## src/rtl/spi_pkg.sv

```systemverilog
// rtl/spi_pkg.sv - shared types and constants for the SPI slave responder
package spi_pkg;

  localparam int SPI_DATA_W = 32;

  // Mode 0: SCK idles low, data sampled on the leading edge.
  localparam bit SPI_CPOL = 1'b0;
  localparam bit SPI_CPHA = 1'b0;

  typedef enum logic {
    ST_IDLE   = 1'b0,
    ST_ACTIVE = 1'b1
  } spi_state_e;

endpackage

```

## src/rtl/spi_slave_responder_if.sv

```systemverilog
// rtl/spi_slave_responder_if.sv - TX/RX word streams and status flags of the SPI slave
interface spi_slave_responder_if
  import spi_pkg::*;
#(
  parameter int DATA_W = SPI_DATA_W
);

  logic [DATA_W-1:0] tx_data_i;
  logic              tx_vld_i;
  logic              tx_rdy_o;
  logic [DATA_W-1:0] rx_data_o;
  logic              rx_vld_o;
  logic              rx_rdy_i;
  logic              busy_o;
  logic              ovf_o;
  logic              udr_o;
  logic              frame_err_o;

  modport slave (
    input  tx_data_i,
    input  tx_vld_i,
    output tx_rdy_o,
    output rx_data_o,
    output rx_vld_o,
    input  rx_rdy_i,
    output busy_o,
    output ovf_o,
    output udr_o,
    output frame_err_o
  );

  modport master (
    output tx_data_i,
    output tx_vld_i,
    input  tx_rdy_o,
    input  rx_data_o,
    input  rx_vld_o,
    output rx_rdy_i,
    input  busy_o,
    input  ovf_o,
    input  udr_o,
    input  frame_err_o
  );

endinterface

```

## src/rtl/spi_sync_edge.sv

```systemverilog
// rtl/spi_sync_edge.sv - optional 2-flop synchronizer (SPI_SLAVE_SYNC_EN) plus registered rise/fall detect
module spi_sync_edge
  import spi_pkg::*;
#(
  parameter logic RST_VAL = 1'b0
) (
  input  logic clk_i,
  input  logic rst_i,
  input  logic pin_i,
  output logic rise_o,
  output logic fall_o
);

  logic level;
  logic prev_q;

`ifdef SPI_SLAVE_SYNC_EN
  logic [1:0] sync_q;

  always_ff @(posedge clk_i or posedge rst_i) begin
    if (rst_i) begin
      sync_q <= {2{RST_VAL}};
    end else begin
      sync_q <= {sync_q[0], pin_i};
    end
  end

  assign level = sync_q[1];
`else
  assign level = pin_i;
`endif

  always_ff @(posedge clk_i or posedge rst_i) begin
    if (rst_i) begin
      prev_q <= RST_VAL;
    end else begin
      prev_q <= level;
    end
  end

  assign rise_o = level & ~prev_q;
  assign fall_o = ~level & prev_q;

endmodule

```

## src/rtl/spi_slave_responder.sv

```systemverilog
// rtl/spi_slave_responder.sv - oversampling SPI mode-0 slave with RX/TX word streams
// SPI_SLAVE_SYNC_EN adds 2-flop synchronizers on SCK, CS and MOSI.
module spi_slave_responder
  import spi_pkg::*;
#(
  parameter int DATA_W = SPI_DATA_W
) (
  input  logic                  clk_i,
  input  logic                  rst_i,
  input  logic                  spi_sck_i,
  input  logic                  spi_cs_n_i,
  input  logic                  spi_sdi_i,
  output logic                  spi_sdo_o,
  spi_slave_responder_if.slave  bus
);

  localparam int               CNT_W = $clog2(DATA_W);
  localparam logic [CNT_W-1:0] LAST  = CNT_W'(DATA_W - 1);

  spi_state_e state_q, state_d;

  logic sck_rise, sck_fall, cs_rise, cs_fall, sdi_s;
  logic sample_edge, shift_edge;
  logic frame_start, frame_end, active_run;
  logic word_done, hold_write, hold_take, udr_evt;

  logic [CNT_W-1:0]  bit_cnt_q;
  logic [DATA_W-2:0] rx_shift_q;
  logic [DATA_W-1:0] rx_word;
  logic [DATA_W-1:0] rx_data_q;
  logic [DATA_W-1:0] tx_shift_q;
  logic [DATA_W-1:0] hold_q;
  logic              rx_vld_q, hold_full_q;
  logic              ovf_q, udr_q, ferr_q;
  logic              reload_pend_q, commit_pend_q, commit_udr_q;

  spi_sync_edge #(.RST_VAL(1'b0)) u_sck_edge (
    .clk_i  (clk_i),
    .rst_i  (rst_i),
    .pin_i  (spi_sck_i ^ SPI_CPOL),
    .rise_o (sck_rise),
    .fall_o (sck_fall)
  );

  spi_sync_edge #(.RST_VAL(1'b1)) u_cs_edge (
    .clk_i  (clk_i),
    .rst_i  (rst_i),
    .pin_i  (spi_cs_n_i),
    .rise_o (cs_rise),
    .fall_o (cs_fall)
  );

`ifdef SPI_SLAVE_SYNC_EN
  logic [1:0] sdi_sync_q;

  always_ff @(posedge clk_i or posedge rst_i) begin
    if (rst_i) begin
      sdi_sync_q <= 2'b00;
    end else begin
      sdi_sync_q <= {sdi_sync_q[0], spi_sdi_i};
    end
  end

  assign sdi_s = sdi_sync_q[1];
`else
  assign sdi_s = spi_sdi_i;
`endif

  assign sample_edge = SPI_CPHA ? sck_fall : sck_rise;
  assign shift_edge  = SPI_CPHA ? sck_rise : sck_fall;

  always_ff @(posedge clk_i or posedge rst_i) begin
    if (rst_i) begin
      state_q <= ST_IDLE;
    end else begin
      state_q <= state_d;
    end
  end

  always_comb begin
    state_d     = state_q;
    frame_start = 1'b0;
    frame_end   = 1'b0;
    case (state_q)
      ST_IDLE: begin
        if (cs_fall) begin
          state_d     = ST_ACTIVE;
          frame_start = 1'b1;
        end
      end
      ST_ACTIVE: begin
        if (cs_rise) begin
          state_d   = ST_IDLE;
          frame_end = 1'b1;
        end
      end
      default: state_d = ST_IDLE;
    endcase
  end

  assign active_run = (state_q == ST_ACTIVE) && !cs_rise;
  assign word_done  = active_run && sample_edge && (bit_cnt_q == LAST);
  assign rx_word    = {rx_shift_q, sdi_s};
  assign hold_write = bus.tx_vld_i && !hold_full_q;

  // Mid-frame word starts are committed on the first sample edge of the new
  // word, so the trailing SCK edge of a frame's last word consumes nothing.
  assign hold_take = (frame_start && hold_full_q) ||
                     (active_run && sample_edge && commit_pend_q && !commit_udr_q);
  assign udr_evt   = (frame_start && !hold_full_q) ||
                     (active_run && sample_edge && commit_pend_q && commit_udr_q);

  always_ff @(posedge clk_i or posedge rst_i) begin
    if (rst_i) begin
      hold_q      <= '0;
      hold_full_q <= 1'b0;
    end else begin
      if (hold_write) begin
        hold_q <= bus.tx_data_i;
      end
      if (hold_write) begin
        hold_full_q <= 1'b1;
      end else if (hold_take) begin
        hold_full_q <= 1'b0;
      end
    end
  end

  always_ff @(posedge clk_i or posedge rst_i) begin
    if (rst_i) begin
      bit_cnt_q     <= '0;
      rx_shift_q    <= '0;
      tx_shift_q    <= '0;
      reload_pend_q <= 1'b0;
      commit_pend_q <= 1'b0;
      commit_udr_q  <= 1'b0;
      ferr_q        <= 1'b0;
    end else begin
      ferr_q <= 1'b0;
      if (frame_start) begin
        tx_shift_q    <= hold_full_q ? hold_q : '0;
        bit_cnt_q     <= '0;
        reload_pend_q <= 1'b0;
        commit_pend_q <= 1'b0;
      end else if (frame_end) begin
        tx_shift_q    <= '0;
        bit_cnt_q     <= '0;
        reload_pend_q <= 1'b0;
        commit_pend_q <= 1'b0;
        ferr_q        <= (bit_cnt_q != '0);
      end else if (active_run) begin
        if (sample_edge) begin
          rx_shift_q    <= rx_word[DATA_W-2:0];
          commit_pend_q <= 1'b0;
          if (bit_cnt_q == LAST) begin
            bit_cnt_q     <= '0;
            reload_pend_q <= 1'b1;
          end else begin
            bit_cnt_q <= bit_cnt_q + 1'b1;
          end
        end
        if (shift_edge) begin
          if (reload_pend_q) begin
            tx_shift_q    <= hold_full_q ? hold_q : '0;
            reload_pend_q <= 1'b0;
            commit_pend_q <= 1'b1;
            commit_udr_q  <= !hold_full_q;
          end else begin
            tx_shift_q <= {tx_shift_q[DATA_W-2:0], 1'b0};
          end
        end
      end
    end
  end

  // Accepting in the completion cycle frees the slot for the new word.
  always_ff @(posedge clk_i or posedge rst_i) begin
    if (rst_i) begin
      rx_data_q <= '0;
      rx_vld_q  <= 1'b0;
      ovf_q     <= 1'b0;
      udr_q     <= 1'b0;
    end else begin
      ovf_q <= 1'b0;
      udr_q <= udr_evt;
      if (word_done) begin
        if (!rx_vld_q || bus.rx_rdy_i) begin
          rx_data_q <= rx_word;
          rx_vld_q  <= 1'b1;
        end else begin
          ovf_q <= 1'b1;
        end
      end else if (rx_vld_q && bus.rx_rdy_i) begin
        rx_vld_q <= 1'b0;
      end
    end
  end

  assign spi_sdo_o       = tx_shift_q[DATA_W-1];
  assign bus.tx_rdy_o    = !hold_full_q;
  assign bus.rx_data_o   = rx_data_q;
  assign bus.rx_vld_o    = rx_vld_q;
  assign bus.busy_o      = (state_q == ST_ACTIVE);
  assign bus.ovf_o       = ovf_q;
  assign bus.udr_o       = udr_q;
  assign bus.frame_err_o = ferr_q;

endmodule

```

## src/flat_wrapper.sv

```systemverilog
// flat-port wrapper written by rule: the top's interface ports become plain ports
module spi_slave_responder_flat import spi_pkg::*;
#(
  parameter int DATA_W = SPI_DATA_W
)
  (clk_i, rst_i, spi_sck_i, spi_cs_n_i, spi_sdi_i, spi_sdo_o, bus_tx_data_i, bus_tx_vld_i, bus_tx_rdy_o, bus_rx_data_o, bus_rx_vld_o, bus_rx_rdy_i, bus_busy_o, bus_ovf_o, bus_udr_o, bus_frame_err_o);
  spi_slave_responder_if #(.DATA_W(DATA_W)) bus_i ();
  input  logic clk_i;
  input  logic rst_i;
  input  logic spi_sck_i;
  input  logic spi_cs_n_i;
  input  logic spi_sdi_i;
  output logic spi_sdo_o;
  input wire logic [$bits(bus_i.tx_data_i)-1:0] bus_tx_data_i;
  input wire logic [$bits(bus_i.tx_vld_i)-1:0] bus_tx_vld_i;
  output wire logic [$bits(bus_i.tx_rdy_o)-1:0] bus_tx_rdy_o;
  output wire logic [$bits(bus_i.rx_data_o)-1:0] bus_rx_data_o;
  output wire logic [$bits(bus_i.rx_vld_o)-1:0] bus_rx_vld_o;
  input wire logic [$bits(bus_i.rx_rdy_i)-1:0] bus_rx_rdy_i;
  output wire logic [$bits(bus_i.busy_o)-1:0] bus_busy_o;
  output wire logic [$bits(bus_i.ovf_o)-1:0] bus_ovf_o;
  output wire logic [$bits(bus_i.udr_o)-1:0] bus_udr_o;
  output wire logic [$bits(bus_i.frame_err_o)-1:0] bus_frame_err_o;
  assign bus_i.tx_data_i = bus_tx_data_i;
  assign bus_i.tx_vld_i = bus_tx_vld_i;
  assign bus_tx_rdy_o = bus_i.tx_rdy_o;
  assign bus_rx_data_o = bus_i.rx_data_o;
  assign bus_rx_vld_o = bus_i.rx_vld_o;
  assign bus_i.rx_rdy_i = bus_rx_rdy_i;
  assign bus_busy_o = bus_i.busy_o;
  assign bus_ovf_o = bus_i.ovf_o;
  assign bus_udr_o = bus_i.udr_o;
  assign bus_frame_err_o = bus_i.frame_err_o;
  spi_slave_responder #(.DATA_W(DATA_W)) u_core (.clk_i(clk_i), .rst_i(rst_i), .spi_sck_i(spi_sck_i), .spi_cs_n_i(spi_cs_n_i), .spi_sdi_i(spi_sdi_i), .spi_sdo_o(spi_sdo_o), .bus(bus_i));
endmodule
```

## config.mk

```make
export PLATFORM = sky130hd
export DESIGN_NAME = spi_slave_responder_flat
export DESIGN_NICKNAME = d
export VERILOG_FILES = /design/src/rtl/spi_pkg.sv /design/src/rtl/spi_slave_responder_if.sv /design/src/rtl/spi_sync_edge.sv /design/src/rtl/spi_slave_responder.sv /design/src/flat_wrapper.sv
export SDC_FILE = /design/constraint.sdc
export NUM_CORES = 1
export LEC_CHECK = 0
export BUFFER_PORTS_ARGS = -buffer_cell sky130_fd_sc_hd__buf_2
export CAP_MARGIN = 40
export CORE_ASPECT_RATIO = 2
export CORE_MARGIN = 8
export CORE_UTILIZATION = 50
export CTS_CLUSTER_DIAMETER = 200
export CTS_CLUSTER_SIZE = 30
export DETAILED_ROUTE_END_ITERATION = 10
export PLACE_DENSITY_LB_ADDON = 0.05
export RECOVER_POWER = 25
export SYNTH_ARGS = -nofsm -noshare
export SYNTH_HDL_FRONTEND = slang
export SYNTH_SLANG_ARGS = --single-unit
```

## constraint.sdc

```tcl
create_clock -name clk_i -period 5.65 [get_ports clk_i]
set_input_delay 0.2825 -clock clk_i [delete_from_list [all_inputs] [get_ports clk_i]]
set_output_delay 0.2825 -clock clk_i [all_outputs]
set_load 0.005 [all_outputs]
```

# Yosys cells after proc, flatten, opt, wreduce, memory -nomap -nowiden
# Cells that the tools add are included.
[totals] regBits=143 out_inout_bits=39 elab_cells=98
[classes] addsub=1 eq_ne=2 n_mux=39 bitwise=11 reduce_logical=29
[op_table] op="two-way mux 32 bit" count=6
[op_table] op="two-way mux 1 bit" count=27
[op_table] op="two-way mux 5 bit" count=5
[op_table] op="logical AND 1 bit" count=10
[op_table] op="nonzero test 3 bit" count=3
[op_table] op="AND reduction 2 bit" count=4
[op_table] op="inverter 1 bit" count=7
[op_table] op="adder 5 x 1 -> 5 bit (second input constant)" count=1
[op_table] op="== test 5 bit (second input constant)" count=1
[op_table] op="AND reduction 5 bit" count=1
[op_table] op="nonzero test 5 bit" count=1
[op_table] op="AND 1 bit" count=4
[op_table] op="logical NOT 1 bit" count=4
[op_table] op="AND reduction 4 bit" count=1
[op_table] op="nonzero test 2 bit" count=2
[op_table] op="logical OR 1 bit" count=3
[op_table] op="inequality test 2 bit (second input constant)" count=1
[op_table] op="one-hot mux 1 bit (2 select lines)" count=1

# Depth between registers and ports, before layout
[depth] word_depth=10 ltp_mapped=7 mapped_depth_nobuf=7

# By module
# A second synthesis with hierarchy kept.
[unflattened] hier_cells=563 area_unflattened_um2=6582.6
[by_module_without_submodules] mod="spi_slave_responder" instances=1 cells_per_inst=555 area_each_um2=6493.7
[by_module_without_submodules] mod="spi_sync_edge at u_core.u_cs_edge" instances=1 cells_per_inst=4 area_each_um2=45.0
[by_module_without_submodules] mod="spi_sync_edge at u_core.u_sck_edge" instances=1 cells_per_inst=4 area_each_um2=43.8

# Worst setup path before layout
# Ideal clock, no wire load.
[synth_timing] kind="register to register" start="register u_core.bit_cnt_q[0]" end="register u_core.rx_data_q[20] (netlist: u_core.bus.rx_data_o[20])" t_arrival_ps=1721 required_ps=5525 path_slack_ps=3804 stages_incl_launch_ff=7 path_buffers=1 period_less_slack_ps=1846 cell_sequence="dfrtp_1 -> ha_1 -> and3_1 -> ha_1 -> nand4_4 -> buf_2 -> mux2_2"
[synth_between] elab_chain_cells=3
[synth_lines] item="from (decl)" line="spi_slave_responder.sv:27" text="logic [CNT_W-1:0] bit_cnt_q;"
[synth_lines] item="from (signal assigned)" line="spi_slave_responder.sv:159" text="bit_cnt_q <= bit_cnt_q + 1'b1;"
[synth_lines] item="== test 5 bit" line="spi_slave_responder.sv:102" text="assign word_done = active_run && sample_edge && (bit_cnt_q == LAST);"
[synth_lines] item="logical AND 1 bit" line="spi_slave_responder.sv:102"
[synth_lines] item="AND reduction 2 bit (no line)"
[synth_lines] item="to (signal assigned)" line="spi_slave_responder.sv:188" text="rx_data_q <= rx_word;"
[synth_lines] item="to (decl)" line="spi_slave_responder.sv:30" text="logic [DATA_W-1:0] rx_data_q;"
# No other way between the ends.
# A chain may end at the register's enable or synchronous reset.

# Worst setup path after layout
[layout_timing] start="input spi_cs_n_i" end="register u_core.tx_shift_q[4]"
[layout_between] elab_chain_cells=6 elab_cells_between_ends=14 cone_classes="mux (6); bitwise (3); reduce/logical (5)"
[layout_lines] item="from (decl)" line="flat_wrapper.sv:11" text="input logic spi_cs_n_i;"
[layout_lines] item="inverter 1 bit" line="spi_sync_edge.sv:42" text="assign fall_o = ~level & prev_q;"
[layout_lines] item="AND 1 bit" line="spi_sync_edge.sv:42"
[layout_lines] item="two-way mux 1 bit" line="spi_slave_responder.sv:86" text="if (cs_fall) begin"
[layout_lines] item="two-way mux 1 bit" line="spi_slave_responder.sv:84" text="case (state_q)"
[layout_lines] item="nonzero test 3 bit (no line)"
[layout_lines] item="AND reduction 2 bit (no line)"
[layout_lines] item="to (signal assigned)" line="spi_slave_responder.sv:141" text="tx_shift_q <= hold_full_q ? hold_q : '0;"
[layout_lines] item="to (signal assigned)" line="spi_slave_responder.sv:164" text="tx_shift_q <= hold_full_q ? hold_q : '0;"
[layout_lines] item="to (signal assigned)" line="spi_slave_responder.sv:169" text="tx_shift_q <= {tx_shift_q[DATA_W-2:0], 1'b0};"
[layout_lines] item="to (decl)" line="spi_slave_responder.sv:31" text="logic [DATA_W-1:0] tx_shift_q;"
# Several ways; a longest one is shown, not always the timed one.

==> summary.txt <==
status -> finished clean
remaining global-route overflow -> 0
Initial Util -> 51.0%
latest clock arrival within the worst-skew pair -> 0.42 ns
Seq/Total Area, Yosys -> 58.3%
Rel. slew slack -> 22.2%
synth unique cells -> 41
GR Util All Layers -> 16.2%
Fillers -> 987
post-route DRC violation count -> 0
Synth Flop Type -> dfrtp_1
WL/cell -> 18.6 µm
post-synth top area cell -> dfrtp_1
CP max stage delay -> 0.67 ns
TritonCTS clock tree -> yes
Worst-Margin Slew -> 1.16 ns
post-synthesis register bit count -> 143
initial antenna violation count -> 0
clock root cell -> clkbuf_16
HP Start -> bus_tx_data_i[6]
I/O Buffers -> 77
endpoints failing setup -> 0
Nets -> 545
Worst R2R Setup Slack -> 3.35 ns
cell breakdown of the critical path -> dlygate4sd3_1 > clkbuf_1 > or3b_1 > nand2_2 > mux2_2
largest net degree at the start of global routing -> 75
CP startpoint -> spi_cs_n_i
reg2reg start -> u_core.u_cs_edge.prev_q
fmax -> 0.424 GHz
Hold Buf Count CTS -> 3
number of cells on the critical path -> 5
Antenna Violating Nets Remaining -> 0
reg2reg path depth -> 3
fin crit share -> 41.7%
Power per Cell Area -> 431 nW/µm²
asr flop ratio synth -> 100%
H-tree depth -> 4
crit path DAT -> 2.65 ns
mapped cell area -> 6140 µm²
WP buf/inv -> 2
Max Cap Viol -> 0
Worst Hold Class -> input port to register
initial drt markers -> 134
CP Capture Type -> register
clock tree buffer depth -> 2
top post-synthesis cells by area -> dfrtp_1 58%, mux2_2 23%, o2bb2ai_1 4.3%
Worst IR Drop VDD -> 257 µV
synth warn -> 0
Worst Path Required -> 5.95 ns
Total Die Area -> 16,300 µm²
core area -> 12,100 µm²
Post CTS Setup Buffer Count -> 0
Avg Cell Area, Syn -> 14.4 µm²
post-CTS sizing -> 0
CP endpoint -> u_core.tx_shift_q[4]
number of flops mapped to enable cells by yosys -> 0
fraction of layout cells with a size suffix above 1 -> 48.0%
clock net sink count -> 143
Setup Skew -> 0.00884 ns
Mapped Cells -> 427
dpl ws -> 3.32 ns
DP Wirelength -> 8.11 mm
final WL -> 12.3 mm
cell family with most CP delay -> simple AND/OR/NAND/NOR gates
Worst-path clk slew -> 0.06 ns
TritonRoute pass-1 iters -> 7
P_leak -> 0.00347 µW
area grow syn2layout -> 17.5%
most frequent cell after synthesis -> dfrtp_1
critical path's slowest cell -> nand2_2
post-synth top area share -> 57.8%
ant diodes -> 0
setup ws final -> 3.29 ns
endpoints failing hold -> 0
worst-path fanout max -> 33
first-pass GRT wire length -> 20.9 mm
vias in the first global route -> 4,177
RSZ-0062 raised after global routing -> no
min Tclk post-route -> 2.36 ns
routability cong. -> 0.763
setup TNS -> 0 ns
FP Rows -> 57
Post-synth top cells -> 142 x dfrtp_1, 126 x mux2_2, 30 x a22oi_1, 30 x o2bb2ai_1
Via-to-Cell Ratio -> 5.70
reg2reg end -> u_core.tx_shift_q[4]
Worst setup SP type -> input port
CTS buffer count -> 17
vias post-DR -> 3,773
syn_nets -> 469
die width -> 94.4 µm
Slew Viols, Final -> 0
boundary pin count -> 78
chip height -> 173 µm
critical path class -> input port to register
## per-layer routing
layer | part of all wire [%] | GRT usage [%] | up-vias | routed length [µm]
met3 | 4.1 | 3.82 | 15 | 505
met5 | 0 | 0 | - | 0
li1 | - | - | 1739 | -
met4 | 1.7 | 6.93 | 0 | 210
met1 | 40 | 18.1 | 1936 | 4900
met2 | 54 | 28.0 | 83 | 6720
## placed cells by master, fill, tap and decap left out, types with 5 or more instances in the layout
cell       instances
dfrtp_1          142
inv_6              5
nand2b_1           5
mux2_2           126
o2bb2ai_1         30
a22oi_1           30
nand2_1            7
buf_2             75
clkbuf_16         17
inv_1              5
## sequential cells by signal, summed over array words and instances (netlist names)
signal,flops
u_core.bit_cnt_q,5
u_core.bus.busy_o,1
u_core.bus.frame_err_o,1
u_core.bus.ovf_o,1
u_core.bus.rx_data_o,32
u_core.bus.rx_vld_o,1
u_core.bus.udr_o,1
u_core.commit_pend_q,1
u_core.commit_udr_q,1
u_core.hold_full_q,1
u_core.hold_q,32
u_core.reload_pend_q,1
u_core.rx_shift_q,31
u_core.tx_shift_q,32
u_core.u_cs_edge.prev_q,1
u_core.u_sck_edge.prev_q,1
## cells by family (layout without fill, tap and decap cells)
kind of cell	Yosys count	in the layout	synth area share, %
flops	143	143	58.3
mux	128	128	23.5
compound gates	76	76	9.78
simple gates	42	42	4.36
buf+inv	35	123	3.52
fa+ha+maj	3	3	0.611
## metrics by stage
step | total power (µW) | hold WS (ns) | instance area [µm²] | instances | utilization (%)
floorplan | 1880 | 0.287 | 6140 | 427 | -
global placement | 1990 | 0.417 | 6560 | 626 | 54.4
detailed placement | 2030 | 0.255 | 6610 | 628 | 54.9
CTS | 3160 | 0.0821 | 7230 | 662 | 60.0
global route | 3280 | 0.0824 | 7220 | 662 | 59.9
finish | 3110 | 0.0915 | 7220 | 662 | 59.9
## worst min path at each step
stage | end | cells after the start
after floorplan | u_core.u_cs_edge.prev_q | 0
after CTS | u_core.hold_q[6] | 2
after global placement | u_core.u_sck_edge.prev_q | 1
after detailed placement | u_core.bus.frame_err_o | 2
final | u_core.hold_q[6] | 2
after global routing | u_core.hold_q[6] | 2
## area by class of cell
type	count	area, µm²	share of cell area [%]
well taps	147	184	2.55
clock inverters	14	159	2.20
clock buffers	17	425	5.89
flip-flops and latches	143	3580	49.6
inverters	6	23.8	0.329
repair buffers	86	498	6.90
multi-input cells	249	2350	32.5
## where the power goes
group / total [µW] / internal, µW / switching [µW]
combinational: 545 / 333 / 212
clock: 1110 / 656 / 454
sequential: 1460 / 1280 / 180
total: 3110 / 2270 / 846
Power figures use the tool's default switching activity.
